==> src/rtl/glb_psum_accum.sv <==
// Psum global-buffer bank: stores or signed-saturating-accumulates router psums, with a registered read port.
// Write: 2-stage pipe (capture+old read, then compute+commit). Read: 1-cycle latency. No backpressure; busy while clearing.
module glb_psum_accum #(
  parameter int DATA_BITWIDTH     = 16,
  parameter int ADDR_BITWIDTH_GLB = 10,
  parameter int DEPTH             = 64
) (
  input  logic                         clk,
  input  logic                         reset,
  input  logic                         write_en_glb_psum,
  input  logic [ADDR_BITWIDTH_GLB-1:0] w_addr_glb_psum,
  input  logic [DATA_BITWIDTH-1:0]     w_data_glb_psum,
  input  logic                         accum_en,
  input  logic                         clear,
  input  logic                         read_en,
  input  logic [ADDR_BITWIDTH_GLB-1:0] r_addr,
  output logic [DATA_BITWIDTH-1:0]     r_data,
  output logic                         r_valid,
  output logic                         busy,
  output logic                         ovf,
  output logic                         addr_err
);
  localparam int DW = DATA_BITWIDTH;
  localparam int AW = ADDR_BITWIDTH_GLB;
  localparam int IW = (DEPTH > 1) ? $clog2(DEPTH) : 1;

  localparam logic [DW-1:0] SAT_MAX = {1'b0, {(DW-1){1'b1}}};
  localparam logic [DW-1:0] SAT_MIN = {1'b1, {(DW-1){1'b0}}};

  typedef enum logic {CLEAR, IDLE} state_t;

  state_t          state, state_nxt;
  logic [IW-1:0]   clr_cnt;
  logic [DW-1:0]   mem [DEPTH];

  logic            s1_vld, s1_acc;
  logic [IW-1:0]   s1_addr;
  logic [DW-1:0]   s1_data, s1_old;

  logic [DW:0]     sum_ext;
  logic [DW-1:0]   sum;
  logic            sat_hit;

  logic            idle_go, w_in, r_in, w_ok, r_ok, w_bad, r_bad, commit;
  logic [IW-1:0]   w_idx, r_idx;

  always_comb begin
    state_nxt = state;
    case (state)
      CLEAR: if (!clear && clr_cnt == IW'(DEPTH-1)) state_nxt = IDLE;
      IDLE:  if (clear) state_nxt = CLEAR;
      default: state_nxt = CLEAR;
    endcase
  end

  always_ff @(posedge clk or negedge reset) begin
    if (!reset) begin
      state   <= CLEAR;
      clr_cnt <= '0;
    end else begin
      state <= state_nxt;
      if (clear || state == IDLE) clr_cnt <= '0;
      else                        clr_cnt <= clr_cnt + 1'b1;
    end
  end

  assign busy    = (state == CLEAR);
  // A clear pulse in IDLE suppresses everything that cycle, including the in-flight commit.
  assign idle_go = (state == IDLE) && !clear;
  assign w_in    = {1'b0, w_addr_glb_psum} < (AW+1)'(DEPTH);
  assign r_in    = {1'b0, r_addr} < (AW+1)'(DEPTH);
  assign w_ok    = idle_go && write_en_glb_psum && w_in;
  assign w_bad   = idle_go && write_en_glb_psum && !w_in;
  assign r_ok    = idle_go && read_en && r_in;
  assign r_bad   = idle_go && read_en && !r_in;
  assign commit  = s1_vld && idle_go;
  assign w_idx   = w_addr_glb_psum[IW-1:0];
  assign r_idx   = r_addr[IW-1:0];

  // Sum at DW+1 bits; the two top bits disagree exactly when the signed result overflowed.
  always_comb begin
    sum_ext = {s1_old[DW-1], s1_old} + {s1_data[DW-1], s1_data};
    sat_hit = 1'b0;
    sum     = s1_data;
    if (s1_acc) begin
      if (sum_ext[DW] != sum_ext[DW-1]) begin
        sat_hit = 1'b1;
        sum     = sum_ext[DW] ? SAT_MIN : SAT_MAX;
      end else begin
        sum = sum_ext[DW-1:0];
      end
    end
  end

  always_ff @(posedge clk) begin
    if (state == CLEAR)  mem[clr_cnt] <= '0;
    else if (commit)     mem[s1_addr] <= sum;
  end

  // Old value is captured in stage 1; forward the stage-2 result when it targets the same entry.
  always_ff @(posedge clk or negedge reset) begin
    if (!reset) begin
      s1_vld  <= 1'b0;
      s1_acc  <= 1'b0;
      s1_addr <= '0;
      s1_data <= '0;
      s1_old  <= '0;
    end else begin
      s1_vld <= w_ok;
      if (w_ok) begin
        s1_addr <= w_idx;
        s1_data <= w_data_glb_psum;
        s1_acc  <= accum_en;
        s1_old  <= (commit && s1_addr == w_idx) ? sum : mem[w_idx];
      end
    end
  end

  always_ff @(posedge clk or negedge reset) begin
    if (!reset) begin
      r_data   <= '0;
      r_valid  <= 1'b0;
      ovf      <= 1'b0;
      addr_err <= 1'b0;
    end else begin
      r_valid <= r_ok;
      if (r_ok) r_data <= (commit && s1_addr == r_idx) ? sum : mem[r_idx];
      if (clear) begin
        ovf      <= 1'b0;
        addr_err <= 1'b0;
      end else begin
        if (commit && sat_hit) ovf      <= 1'b1;
        if (w_bad || r_bad)    addr_err <= 1'b1;
      end
    end
  end
endmodule

==> config.mk <==
export PLATFORM = sky130hd
export DESIGN_NAME = glb_psum_accum
export DESIGN_NICKNAME = d
export VERILOG_FILES = /design/src/rtl/glb_psum_accum.sv
export SDC_FILE = /design/constraint.sdc
export NUM_CORES = 1
export LEC_CHECK = 0
export ABC_AREA = 1
export CORE_MARGIN = 4
export CORE_UTILIZATION = 25
export DETAILED_ROUTE_END_ITERATION = 10
export PLACE_DENSITY = 0.35
export SYNTH_ARGS = -nofsm -noshare
export SYNTH_HDL_FRONTEND = slang
export SYNTH_SLANG_ARGS = --single-unit
==> constraint.sdc <==
create_clock -name clk -period 5.9 [get_ports clk]
set_input_delay 0.885 -clock clk [delete_from_list [all_inputs] [get_ports clk]]
set_output_delay 0.885 -clock clk [all_outputs]
set_load 0.1 [all_outputs]
* Word level (Yosys, flattened, before mapping)
Memory sizes are Yosys's and may differ from the RTL's. A register that Yosys moved wholly into a read port is not among the register bits. Cells that the tools add are included.
Storage, ports and cells: flip-flop bits (word level) 34, latch bits 0, memory bits (writable) 1024, bits in read-only memories 0, bits of input ports 42, output and inout bits 20, word-level logic and storage cells 57, memories kept 1
Memory list:
- mem | words 64, bits a word 16, read ports 2, clocked after memory_dff 2, wr ports 1, RTL line 34 | logic [DW-1:0] mem [DEPTH];
Cells by class: add/subtract/negate cells 2, multipliers 0, divide/modulo/power cells 0, magnitude comparators 2, eq/ne operators 2, shift-type cells 0, muxes and demuxes 20, bitwise operators 1, reduce and logical (&&, ||, !) cells 20
Operators with widths (number):
- $mux 16 | 4
- $lt 10x7->1 const B | 2
- $add 16x16->17 | 1
- $reduce_or 16->1 | 1
- $mux 1 | 13
- $mux 6 | 2
- $logic_and 1x1->1 | 10
- $add 6x1->6 const B | 1
- $eq 6x6->1 const B | 1
- $logic_not 1->1 | 5
- $reduce_bool 2->1 | 2
- $logic_or 1x1->1 | 2
- $pmux 1 s2 | 1
- $ne 1x1->1 | 1
- $not 1->1 | 1

* Depth between registers and ports, before layout
word-level depth 8, mapped depth 17, mapped depth without buffers 17

* Worst setup path before layout
Ideal clock, no wire load.
path type register to register, from reg s1_data[0], to mem mem[0][15] (netlist name) (data pin), setup time 0.563 ns, arrival time 3.381 ns, data required time 5.337 ns, setup slack 1.956 ns, stages on the path, launching flop included 12, buffers on the path 0, period minus slack after synthesis 3.944 ns, path through dfrtp_1 ha_1 fa_1 nand2_1 nand2_1 nand3b_1 nand2_1 nand2_1 nand2_1 nand2_1 nand2_1 a21oi_1
On the way: word-level cells in the longest chain between the ends 5, elaborated cells between the ends (all ways) 6, those cells by class add/sub: 1; eq/ne: 1; mux: 4
Ends and longest elaborated chain:
- start: declaration | RTL line 38 | logic [DW-1:0] s1_data, s1_old;
- start signal: assignment | RTL line 112 | s1_data <= w_data_glb_psum;
- $add 16x16->17 (*) | RTL line 82 | sum_ext = {s1_old[DW-1], s1_old} + {s1_data[DW-1], s1_data};
- $mux 16 / $ne 1x1->1 (equally long branches) | RTL line 88, 86
- $mux 16 (*) | RTL line 86 | if (sum_ext[DW] != sum_ext[DW-1]) begin
- $mux 16 (*) | RTL line 85 | if (s1_acc) begin
- $mux 16 (no source line) (*)
- end: declaration | RTL line 34
Every way passes the cells marked *; elsewhere a longest branch is shown, timed or not.

* Worst setup path in the final report
from reg s1_data[0], to mem mem[56][12] (netlist name) (data pin)
Same word-level chain as after synthesis.

==> impl_summary.md <==
Routing
The pre-antenna-repair detailed-routing pass consisted of 6 iterations. The total via count after detailed routing is 47900. The final layout contains routed wiring with a total length of between 200000 and 300000 um.

After detailed routing, the number of remaining DRC violations is 0. The starting DRC count in detailed routing is 4368. After detailed routing, the number of vias per cell comes to 5.03.

The number of antenna-violating nets in the routed design is 0. Dividing the detail-routed wire length by the instance count gives 26.4 um.

Worst setup path
For this run, the slowest stage of the critical path takes 0.87 ns. The signal on the critical path passes through ha_1, fa_1, nand2_1, nand2_1, nand3b_1, nand2_1, nand2_1, nand3_1, nand2_1, nand2_1, nand3_1, nand3_1, inv_2, buf_4. The most numerous cell type found on the critical path is nand2_1. Data arrives at the worst endpoint at 4.69 ns. The element type at the critical path end is a flip-flop. The critical path class is reg2reg. The required time of the critical path is 6.49 ns. The nature of the critical path startpoint is a flip-flop. The logic depth of the worst register-to-register path is 14. The startpoint of the most critical register-to-register path is s1_data[0]. Along the worst path, the maximum fanout reaches 42. The slowest stage of the critical path belongs to the cell inv_2.

In this run the critical register-to-register path is captured at mem[56][12]. The slack of the worst reg-to-reg path is 1.80 ns.

Global route
Entering global routing, the biggest net connects 125 pins. The number of global-route vias before repair was 46300. Global routing finished with a remaining overflow of 0. The global-route wire length before repair is 355000 um. The initial antenna violation count is 7. For this run, the total global-route usage over all layers was measured as 0.213.

Power
IR analysis of the VDD net gives a maximum drop of between 0.2 and 0.25 mV. The static leakage is 25.6 nW. The total power consumption of the routed design is between 15 and 20 mW. The power density normalized to cell area is 290 nW/um^2.

Placed design
The placer congestion estimate is ~0.86. The final HPWL from detailed placement is 151000 um. The count of buffers from port buffering is about 60.

Clock network
The insertion delay of the later-clocked pin in the worst-skew pair is 0.80 ns. Clock tree synthesis inserted a total of 140 buffers. Clock-pin slew was measured on the worst setup and hold paths at 0.06 ns. The H-tree was split into 4 levels.

In this run, post-CTS repair resized a total of 0 instances. The clock tree from TritonCTS is done. The number of clock sinks is 1090. The total setup buffers inserted after CTS is 0.

The tree is rooted in a clkbuf_16. The maximum buffer depth of the clock tree is 3.

Timing
Across all hold checks on the routed design, the worst slack comes to approximately 0.45 ns. At the pin with the least slew margin, the transition time is around 1.4 ns. The remaining max-slew budget at the tightest pin is 0.0911. The number of max-slew violations in the final report is 0. Summed over all failing endpoints, the final setup total negative slack is 0 ns. The maximum clock skew at final layout is 0.0288 ns. The final-report setup violation count is 0. In the finished design, the share of the clock period the worst path needs comes to 0.695.

Subtracting the final worst setup slack from the clock period gives 4.10 ns. Setup repair after global routing left no endpoint under its margin. The maximum achievable frequency is 244 MHz.

The hold violation count in the final report is 0.

Synth
Synthesis produced a netlist with a net count of around 6600. The number of different library cells in the post-synthesis netlist is 41. The post-synth design cell area is 55800 um^2. Synthesis handed over a netlist of 6506 instances. After synthesis the netlist holds a flip-flop and latch count of 1090. The mean cell area of the mapped netlist is 8.57 um^2.

The number of warnings printed during yosys synthesis is 0. The share of the Yosys chip area taken by registers is 0.581.

Die
Pin placement for this block handled 62 I/O pins. The floorplan step defined a die boundary enclosing 231000 um^2. From bottom edge to top edge, the die measures between 400 and 500 um. The region available for standard cell placement spans 222000 um^2. The starting utilization of the core area is 0.251. The die span in x is 480 um. In this run the core area contains 173 standard-cell rows.

Final layout
The ratio of cells with drive above 1 in the final layout is 0.0775. The area added between synthesis and finish is 16.3%. The net total in the final layout is 6485. The filler cells instantiated in the layout total 23300.

Min path
The min-delay analysis places its worst path in the category in2async.

Run status
The flow ran to the end, and the final reports show no timing, DRC or antenna violations.

Job
The tool flagged a number of max-cap violations equal to 0.
[what timing repair did]
item,in CTS,in global routing
endpoints found under the hold margin,6,0
hold buffers,1,0
setup endpoints to repair,0,0
[where the power goes]
part           switching, mW  total [mW]  internal [mW]  leakage, nW
logic                   1.38        1.83          0.447         12.8
registers             0.0265        8.42           8.39         10.6
clock network           3.54        8.60           5.06         2.22
[state kept, by name (all words and copies together) (netlist names)]
| name | count |
|---|---|
| mem | 1024 |
| r_data | 16 |
| s1_data | 16 |
| s1_old | 16 |
| clr_cnt | 6 |
| s1_addr | 6 |
| addr_err | 1 |
| ovf | 1 |
| r_valid | 1 |
| s1_acc | 1 |
| s1_vld | 1 |
| state | 1 |
[worst max-delay path by stage]
stage                     from          end  slack [ns]  cells past startpoint
finish              s1_data[0]  mem[56][12]        1.80                     14
global placement         clear  mem[37][12]        1.54                      9
detailed placement       clear  mem[37][13]        1.51                      9
global route        s1_data[0]  mem[61][12]        1.50                     14
floorplan           s1_data[0]   mem[0][15]        1.96                     11
CTS                 s1_data[0]  mem[61][12]        1.74                     14
[synthesized netlist by cell type, drive strengths merged]
library cell  number  area share
edfxtp          1024        0.55
xor2               6     0.00094
a21oi             52      0.0047
o221ai            18      0.0028
nand3b            11      0.0015
or2                1     0.00011
nand4              9      0.0010
nor3b              1     0.00013
clkbuf           356       0.024
o21bai             2     0.00027
ha                17      0.0038
nand3           1679        0.15
clkinv             9     0.00061
nor2             164       0.011
and2               1     0.00011
a31oi              1     0.00011
dfrtp             66       0.030
buf              113      0.0093
inv              111      0.0075
nor3               6     0.00072
o22ai              6     0.00067
o211ai            20      0.0027
o21ai            107       0.010
fa                 1     0.00036
and3               1     0.00011
xnor2              9      0.0014
or4                2     0.00027
nand2           2713        0.18
[critical path, delay by kind of cell (launching register included)]
kind                       cells  cell delay [ns]
and+or+nand+nor               10             1.58
DFF                            1             0.37
buffers and inverters          2             1.29
adders and majority gates      2             0.64
[cell families (layout without fill, tap and decap cells)]
kind of cell,after synthesis,count (layout),share of synthesized area
and+or+nand+nor,4588,4588,0.349
DFF,1090,1090,0.581
buffers and inverters,589,621,0.0413
AOI/OAI and AO/OA,206,206,0.0216
adders and majority gates,18,18,0.00417
xor gates and xnor gates,15,15,0.00236
other,0,4,0
[cell usage in the layout, fill, tap and decap left out, types with 26 or more instances in the layout]
master / netlist / routed
nand2_1: 2710 / 2710
nand3_1: 1677 / 1677
edfxtp_1: 1024 / 1024
clkbuf_16: 0 / 150
buf_4: 3 / 148
o21ai_0: 96 / 96
nor2_1: 158 / 92
inv_1: 107 / 89
nor2_2: 4 / 69
dfrtp_1: 66 / 66
a21oi_1: 52 / 51
clkdlybuf4s50_1: 0 / 50
buf_12: 0 / 39
clkinv_1: 9 / 33
clkbuf_1: 356 / 27
clkinv_2: 0 / 26
[per-layer routing]
layer | part of all wire | track usage
met3 | 0.061 | 0.0368
met1 | 0.44 | 0.290
met2 | 0.46 | 0.344
met5 | 0 | 0
met4 | 0.031 | 0.0671
[cell type report]
class                   count  area [um^2]  share of cell area
diodes                      4         10.0            0.000154
clock inverters            77          644             0.00993
clock buffers             178         3870              0.0596
multi-input cells        4827        21200               0.327
well taps                2975         3720              0.0574
flip-flops and latches   1090        32400               0.500
repair buffers            246         2490              0.0385
inverters                 120          490             0.00756
[through the flow]
stage,instance area [um^2],std cells,utilization,setup slack [ns]
6_report,64900,9517,0.292,1.80
4_1_cts,64900,9513,0.292,1.74
3_5_place_dp,60300,9257,0.272,1.51
2_1_floorplan,55800,6506,-,1.96
5_1_grt,64900,9515,0.292,1.50
3_3_place_gp,60300,9257,0.272,1.54
No activity file was read; power rests on OpenSTA's default activity.
